<file path="src/rtl/mem_dump_reader_pkg.sv">
// mem_dump_reader_pkg: shared FSM states and word/address constants (CHKSUM exists only with DUMP_CHECKSUM_EN)
package mem_dump_reader_pkg;
    localparam int BYTES_PER_WORD = 4;
    localparam int ADDR_STRIDE = 4;
`ifdef DUMP_CHECKSUM_EN
    typedef enum logic [2:0] {IDLE, LOAD, SEND, CHKSUM, DONE} state_t;
`else
    typedef enum logic [1:0] {IDLE, LOAD, SEND, DONE} state_t;
`endif
endpackage

</file>
<file path="src/rtl/mem_dump_reader_word_byte_serializer.sv">
// word_byte_serializer: holds one RAM word and hands its bytes out MSB first
module word_byte_serializer
    import mem_dump_reader_pkg::*;
(
    input  logic        clk,
    input  logic        rst,
    input  logic        load,
    input  logic [31:0] word_in,
    input  logic        advance,
    output logic [7:0]  byte_out,
    output logic        last
);
    logic [31:0] word;
    logic [1:0]  byte_idx;
    // capture a new word or step to the next byte on each accepted transfer
    always_ff @(posedge clk) begin
        if (rst) begin
            word <= '0;
            byte_idx <= '0;
        end else if (load) begin
            word <= word_in;
            byte_idx <= '0;
        end else if (advance) begin
            byte_idx <= byte_idx + 2'd1;
        end
    end
    // byte 0 is the top byte, so the shift is (3 - byte_idx) bytes
    assign byte_out = 8'(word >> {~byte_idx, 3'b000});
    assign last = advance && byte_idx == 2'(BYTES_PER_WORD - 1);
endmodule

</file>
<file path="src/rtl/mem_dump_reader.sv">
// mem_dump_reader: streams RAM words byte-wise to a valid/ready sink; DUMP_CHECKSUM_EN appends an XOR byte
module mem_dump_reader
    import mem_dump_reader_pkg::*;
#(
    parameter int NB_DATA = 32,
    parameter int NB_ADDR = 12
) (
    input  logic               clk,
    input  logic               i_rst,
    input  logic               i_start,
    input  logic [NB_ADDR-1:0] i_base_addr,
    input  logic [NB_ADDR-1:0] i_word_count,
    output logic [NB_ADDR-1:0] o_addr,
    input  logic [NB_DATA-1:0] i_mem_data,
    output logic [7:0]         o_tx_data,
    output logic               o_tx_valid,
    input  logic               i_tx_ready,
    output logic               o_busy,
    output logic               o_done
);
    state_t state, state_next;
    logic [NB_ADDR-1:0] addr, words_left;
    logic load, advance, last;
    logic [7:0] ser_byte;
`ifdef DUMP_CHECKSUM_EN
    localparam state_t LAST_NEXT = CHKSUM;
    logic [7:0] checksum;
`else
    localparam state_t LAST_NEXT = DONE;
`endif

    assign load = !i_rst && state == LOAD;
    assign advance = !i_rst && state == SEND && i_tx_ready;
    assign o_addr = addr;

    word_byte_serializer u_ser (
        .clk      (clk),
        .rst      (i_rst),
        .load     (load),
        .word_in  (i_mem_data),
        .advance  (advance),
        .byte_out (ser_byte),
        .last     (last)
    );

    // state, address and word counter registers
    always_ff @(posedge clk) begin
        if (i_rst) begin
            state <= IDLE;
            addr <= '0;
            words_left <= '0;
        end else begin
            state <= state_next;
            if (state == IDLE && i_start && i_word_count != '0) begin
                addr <= i_base_addr & ~NB_ADDR'(3);
                words_left <= i_word_count;
            end else if (last && words_left != NB_ADDR'(1)) begin
                addr <= addr + NB_ADDR'(ADDR_STRIDE);
                words_left <= words_left - NB_ADDR'(1);
            end
        end
    end

`ifdef DUMP_CHECKSUM_EN
    // running XOR of every data byte accepted in the current dump
    always_ff @(posedge clk) begin
        if (i_rst || (state == IDLE && i_start))
            checksum <= '0;
        else if (advance)
            checksum <= checksum ^ ser_byte;
    end
`endif

    // next state and outputs; everything forced quiet while reset is held
    always_comb begin
        state_next = state;
        o_tx_valid = 1'b0;
        o_tx_data = '0;
        o_done = 1'b0;
        o_busy = !i_rst && state != IDLE;
        if (!i_rst) begin
            case (state)
                IDLE: if (i_start) state_next = i_word_count == '0 ? DONE : LOAD;
                LOAD: state_next = SEND;
                SEND: begin
                    o_tx_valid = 1'b1;
                    o_tx_data = ser_byte;
                    if (last) state_next = words_left == NB_ADDR'(1) ? LAST_NEXT : LOAD;
                end
`ifdef DUMP_CHECKSUM_EN
                CHKSUM: begin
                    o_tx_valid = 1'b1;
                    o_tx_data = checksum;
                    if (i_tx_ready) state_next = DONE;
                end
`endif
                DONE: begin
                    o_done = 1'b1;
                    state_next = IDLE;
                end
                default: state_next = IDLE;
            endcase
        end
    end
endmodule
</file>
<file path="config.mk">
export PLATFORM = sky130hd
export DESIGN_NAME = mem_dump_reader
export DESIGN_NICKNAME = d
export VERILOG_FILES = /design/src/rtl/mem_dump_reader_pkg.sv /design/src/rtl/mem_dump_reader_word_byte_serializer.sv /design/src/rtl/mem_dump_reader.sv
export SDC_FILE = /design/constraint.sdc
export NUM_CORES = 1
export LEC_CHECK = 0
export CAP_MARGIN = 20
export CORE_UTILIZATION = 42
export DETAILED_ROUTE_END_ITERATION = 6
export HOLD_SLACK_MARGIN = 0.1
export PLACE_DENSITY = 0.75
export SYNTH_ARGS = -nofsm -noshare
export SYNTH_HDL_FRONTEND = slang
export SYNTH_SLANG_ARGS = --single-unit
</file>
<file path="constraint.sdc">
create_clock -name clk -period 2 [get_ports clk]
set_input_delay 0.5 -clock clk [delete_from_list [all_inputs] [get_ports clk]]
set_output_delay 0.5 -clock clk [all_outputs]
set_load 0.05 [all_outputs]
</file>
* Word level (Yosys, flattened, before mapping)
Cells that the tools add are included.
** Operators by class
- Add/sub/neg operators :: 3
- Shifts and indexed selects :: 1
- Multiplexer cells :: 15
- Reductions and logical operators :: 17
- Equal/unequal tests :: 8
- Bitwise logic cells :: 1
** Operators with widths (number)
- $mux 12 :: 4
- $shr 32x5->8 :: 1
- $mux 8 :: 2
- $add 12x3->12 const B :: 1
- $eq 12x1->1 const B :: 1
- $logic_not 12->1 :: 1
- $ne 12x1->1 const B :: 1
- $reduce_bool 12->1 :: 1
- $sub 12x1->12 const B :: 1
- $logic_and 1x1->1 :: 8
- $mux 2 :: 4
- $pmux 2 s4 :: 1
- $eq 2x2->1 const B :: 3
- $mux 1 :: 4
- $ne 2x2->1 const B :: 2
- $reduce_bool 2->1 :: 2
- $reduce_or 2->1 :: 2
- $add 2x1->2 const B :: 1
- $eq 2x1->1 const B :: 1
- $logic_not 2->1 :: 1
- $not 2->2 :: 1
- $reduce_and 2->1 :: 1
- $logic_not 1->1 :: 1
** Storage, ports and cells
- Input bits :: 60
- Output and inout bits :: 23
- Word-level logic and storage cells :: 51
- Flip-flop bits (word level) :: 60

* Depth between registers and ports, before layout
- Depth in word-level cells :: 7
- Mapped depth :: 9
- Gate-level depth less buffers :: 7

* Hierarchy
From an unflattened synthesis, not the netlist that was laid out.
** Unflattened totals
- Cells, all modules :: 307
- Area total of the unflattened synthesis :: 2952.8 um^2
** By module, submodules not included
- mem_dump_reader :: cells each 185, times used 1, area each 1522.7 um^2, seq. area each 480.5 um^2
- word_byte_serializer :: cells each 122, times used 1, area each 1430.1 um^2, seq. area each 680.7 um^2

* Worst setup path before layout
Ideal clock, no wire load.
- Path kind :: input to output
- Start point :: input port i_rst
- End point :: output port o_done
- Data arrival time :: 1.869 ns
- Cell stages on the path :: 2
- Setup slack :: -0.369 ns
- Required time :: 1.500 ns
- Buffers on the path :: 1
- Path through :: clkbuf_1 > nor3b_1
** Between the ends
- Cells in the longest elaborated chain, start to end :: 1
** RTL lines
- from (decl) :: line mem_dump_reader.sv:9 : input logic i_rst,
- $mux 1 :: line mem_dump_reader.sv:81 : if (!i_rst) begin
- to (decl) :: line mem_dump_reader.sv:19 : output logic o_done
No other way between the ends.

* Worst setup path in the final report
- Start point :: register u_ser.byte_idx[0]
- End point :: output port o_tx_data[4]
** Between the ends
- Cells in the longest elaborated chain, start to end :: 4
** RTL lines
- from (decl) :: line mem_dump_reader_word_byte_serializer.sv:14 : logic [1:0] byte_idx;
- from (signal assigned) :: line mem_dump_reader_word_byte_serializer.sv:24 : byte_idx <= byte_idx + 2'd1;
- $not 2->2 :: line mem_dump_reader_word_byte_serializer.sv:28 : assign byte_out = 8'(word >> {~byte_idx, 3'b000});
- $shr 32x5->8 :: line mem_dump_reader_word_byte_serializer.sv:28
- $mux 8 :: line mem_dump_reader.sv:82 : case (state)
- $mux 8 :: line mem_dump_reader.sv:81
- to (decl) :: line mem_dump_reader.sv:15 : output logic [7:0] o_tx_data,
No other way between the ends.

==> flow_summary.ini <==
[run_status]
status = complete, but fails checks
violations = design-rule violations, negative setup slack

[logic_synthesis]
synth-compound-area-share = 0.2487
async_flop_share = 0
syn_avg_cell_area_um2 = 9.666
synth_seq_cells = 58
ys_seq_area_frac = 0.4128
netlist_instances = 291
synth_xor_xnor_area_share = 0.006228
synth_mux_area_frac = 0.07162
synth_edf_count = 0
synth_fa_ha_area_frac = 0.01779
synth_top_family_by_area = compound AO/OA/AOI/OAI gates
synth-simple-area-share = 0.1873
ys.flop_type = dfxtp_1
synth_cell_types = 59
syn-cell-area_mm2 = 0.002813
yosysWarningCount = 0

[setup_path]
crit_type = reg -> out
worst_path_max_delay_cell = mux4_2
required_ns = 1.50
critPathMaxStageDelay_ns = 0.51
start_kind = flip-flop
end_kind = output pin
rr_startpoint = words_left[0]$_SDFFE_PP0P_
path_max_fanout = 4
arrival_ns = 1.63
crit_chain = buf_6 > mux4_2 > and2_4 > buf_12
ff2ff_path_depth = 8
cp-startpoint = u_ser.byte_idx[0]$_SDFFE_PP0P_

[timing]
finalCritPeriodShare = 1.065
clock-skew-final_ns = 0.01007
hold_violations = 0
slew_violations = 0
setup_violations = 8
rsz0062_at_grt = yes
fin_crit_ns = 2.131
finalWorstSetupSlack_ns = -0.1307
hold_ws_ns = 0.4727
fmax_mhz = 469.3

[placement]
pre_cts_slack_ns = -0.3334
gp_congestion = 0.8953
placed_area_mm2 = 0.004050
port_buffers = 78
dp_hpwl_um = 5533

[clocking]
insertion_delay_ns = 0.33
cts.reportedPaths.clkPinSlew_ns = 0.06
clock-root-buffer = clkbuf_8
cts_max_path_buffers = 2
clkSinkCount = 58
holdBufCountCts = 0
cts_buffers = 9
htreeDepth = 3
cts_tree = yes

[power]
power.density_mw_per_mm2 = 704.4
power_frac_comb = 0.206
p_int_uw = 2301
p_leak_uw = 0.001752
p_clk_frac = 0.381
max-vdd-ir-drop_mv = 0.5930
p_sw_uw = 832.3
power_frac_seq = 0.413
swShare = 0.2656

[detailed_routing]
ant_nets = 0
drt_wl_total_um = 8017
avgRoutedWirePerCell_um = 16.36
drc_errors = 4
vias = 2787
viasPerCell = 5.688
initialDrtViolationCount = 136
dr.pass1.iters = 6

[global_route]
grt_use_total = 0.2270
grt_pass1_vias = 2565
grt-ovfl-total = 0
grt_pass1_wl_um = 12660
grt_max_degree = 35
antenna_found_initial = 0

[layout]
fin_area_mm2 = 0.004448
fin_util = 0.6926
fin_nets = 472
drive_gt1_frac = 0.3196
layout_common_cells = clkdlybuf4s50_1, dfxtp_1, buf_4, a22o_1, a21oi_1
n_antenna_cell = 0
area_growth_pct = 58.14

[die]
die_width_um = 83.84
die_h_um = 83.84
die_area_mm2 = 0.007028
core_mm2 = 0.006422
num_rows = 29
initial_utilization = 0.4380
pin_count = 83

[min_path]
hold_start = o_addr[10]$_SDFFE_PP0P_
min_delay_path_depth = 2
hp-class = reg -> reg

[job]
cap_violations = 0
critical path: cells and delay by family (launching register included):
kind                   cells  cell delay [ns]
muxes                      1             0.51
DFF                        1             0.35
buffers and inverters      2             0.27
and+or+nand+nor            1             0.17
repair_timing:
action | in CTS | in global routing
gates resized for setup | 16 | 23
pin swaps | 7 | 5
buffers inserted | 2 | 3
setup endpoints to repair | 17 | 23
gates cloned | 0 | 2
kinds of logic (layout without fill, tap and decap cells):
family	Yosys count	in the layout
buf+inv	34	155
simple gates	89	89
compound gates	93	93
other cells	1	2
xor+xnor	2	2
fa+ha+maj	4	4
mux	10	10
flops	58	58
layout make-up:
type / instances / area, um^2
repair buffers: 127 / 1287
inverters: 12 / 45.04
flip-flops and latches: 58 / 1165
multi-input cells: 200 / 1635
fillers: 488 / 1974
clock inverters: 5 / 77.57
clock buffers: 11 / 141.4
well taps: 77 / 96.34
power by group through the flow:
stage	Clock (uW)	Sequential [uW]	Combinational (uW)
6_report	1190	1290	646
3_5_place_dp	0	1310	597
3_3_place_gp	0	1310	587
4_1_cts	1210	1280	607
5_1_grt	1290	1300	687
2_1_floorplan	0	1350	266
layer usage:
layer,wire length [um],track usage,up-vias
li1,-,-,1346
met1,3754,0.3117,1356
met2,3770,0.3539,72
met3,355,0.04352,13
met4,135,0.08464,0
met5,0,0,-
cell usage after synthesis (all sizes together) (2+ instances only):
cell | instances | area share
dfxtp | 58 | 0.41
a22o | 32 | 0.10
a21oi | 22 | 0.040
nand2 | 18 | 0.027
inv | 12 | 0.016
nor4 | 12 | 0.033
buf | 11 | 0.024
clkbuf | 11 | 0.015
nor2 | 11 | 0.015
and2 | 10 | 0.022
nand3 | 9 | 0.016
mux4 | 8 | 0.064
a31oi | 7 | 0.018
and3 | 6 | 0.013
o21ai | 6 | 0.011
a32oi | 5 | 0.016
nor3 | 5 | 0.0089
ha | 4 | 0.018
nand2b | 3 | 0.0067
nor3b | 3 | 0.012
a22oi | 2 | 0.0053
a2bb2oi | 2 | 0.0062
nand4 | 2 | 0.0067
nor2b | 2 | 0.0044
o211ai | 2 | 0.0053
o21ba | 2 | 0.0071
o21bai | 2 | 0.0053
o22ai | 2 | 0.0044
o311ai | 2 | 0.0062
or3b | 2 | 0.0062
xnor2 | 2 | 0.0062
stage by stage:
stage	TNS (ns)	total power, uW	instances
3_5_place_dp	-7.899	1906	467
4_1_cts	-0.9765	3104	485
2_1_floorplan	0	1612	292
3_3_place_gp	-7.196	1892	467
6_report	-0.8769	3133	490
5_1_grt	-1.320	3284	490
sequential cells by signal (all words and copies together) (netlist names):
name            cells
u_ser.word         32
words_left         12
u_ser.byte_idx      2
state               2
o_addr             10
worst paths after layout:
kind | slack [ns] | end
min | 0.47 | o_addr[10]$_SDFFE_PP0P_
max reg2reg | 0.07 | o_addr[11]$_SDFFE_PP0P_
min reg2reg | 0.47 | o_addr[10]$_SDFFE_PP0P_
max | -0.13 | o_tx_data[4]
(Power assumes the default switching activity.)
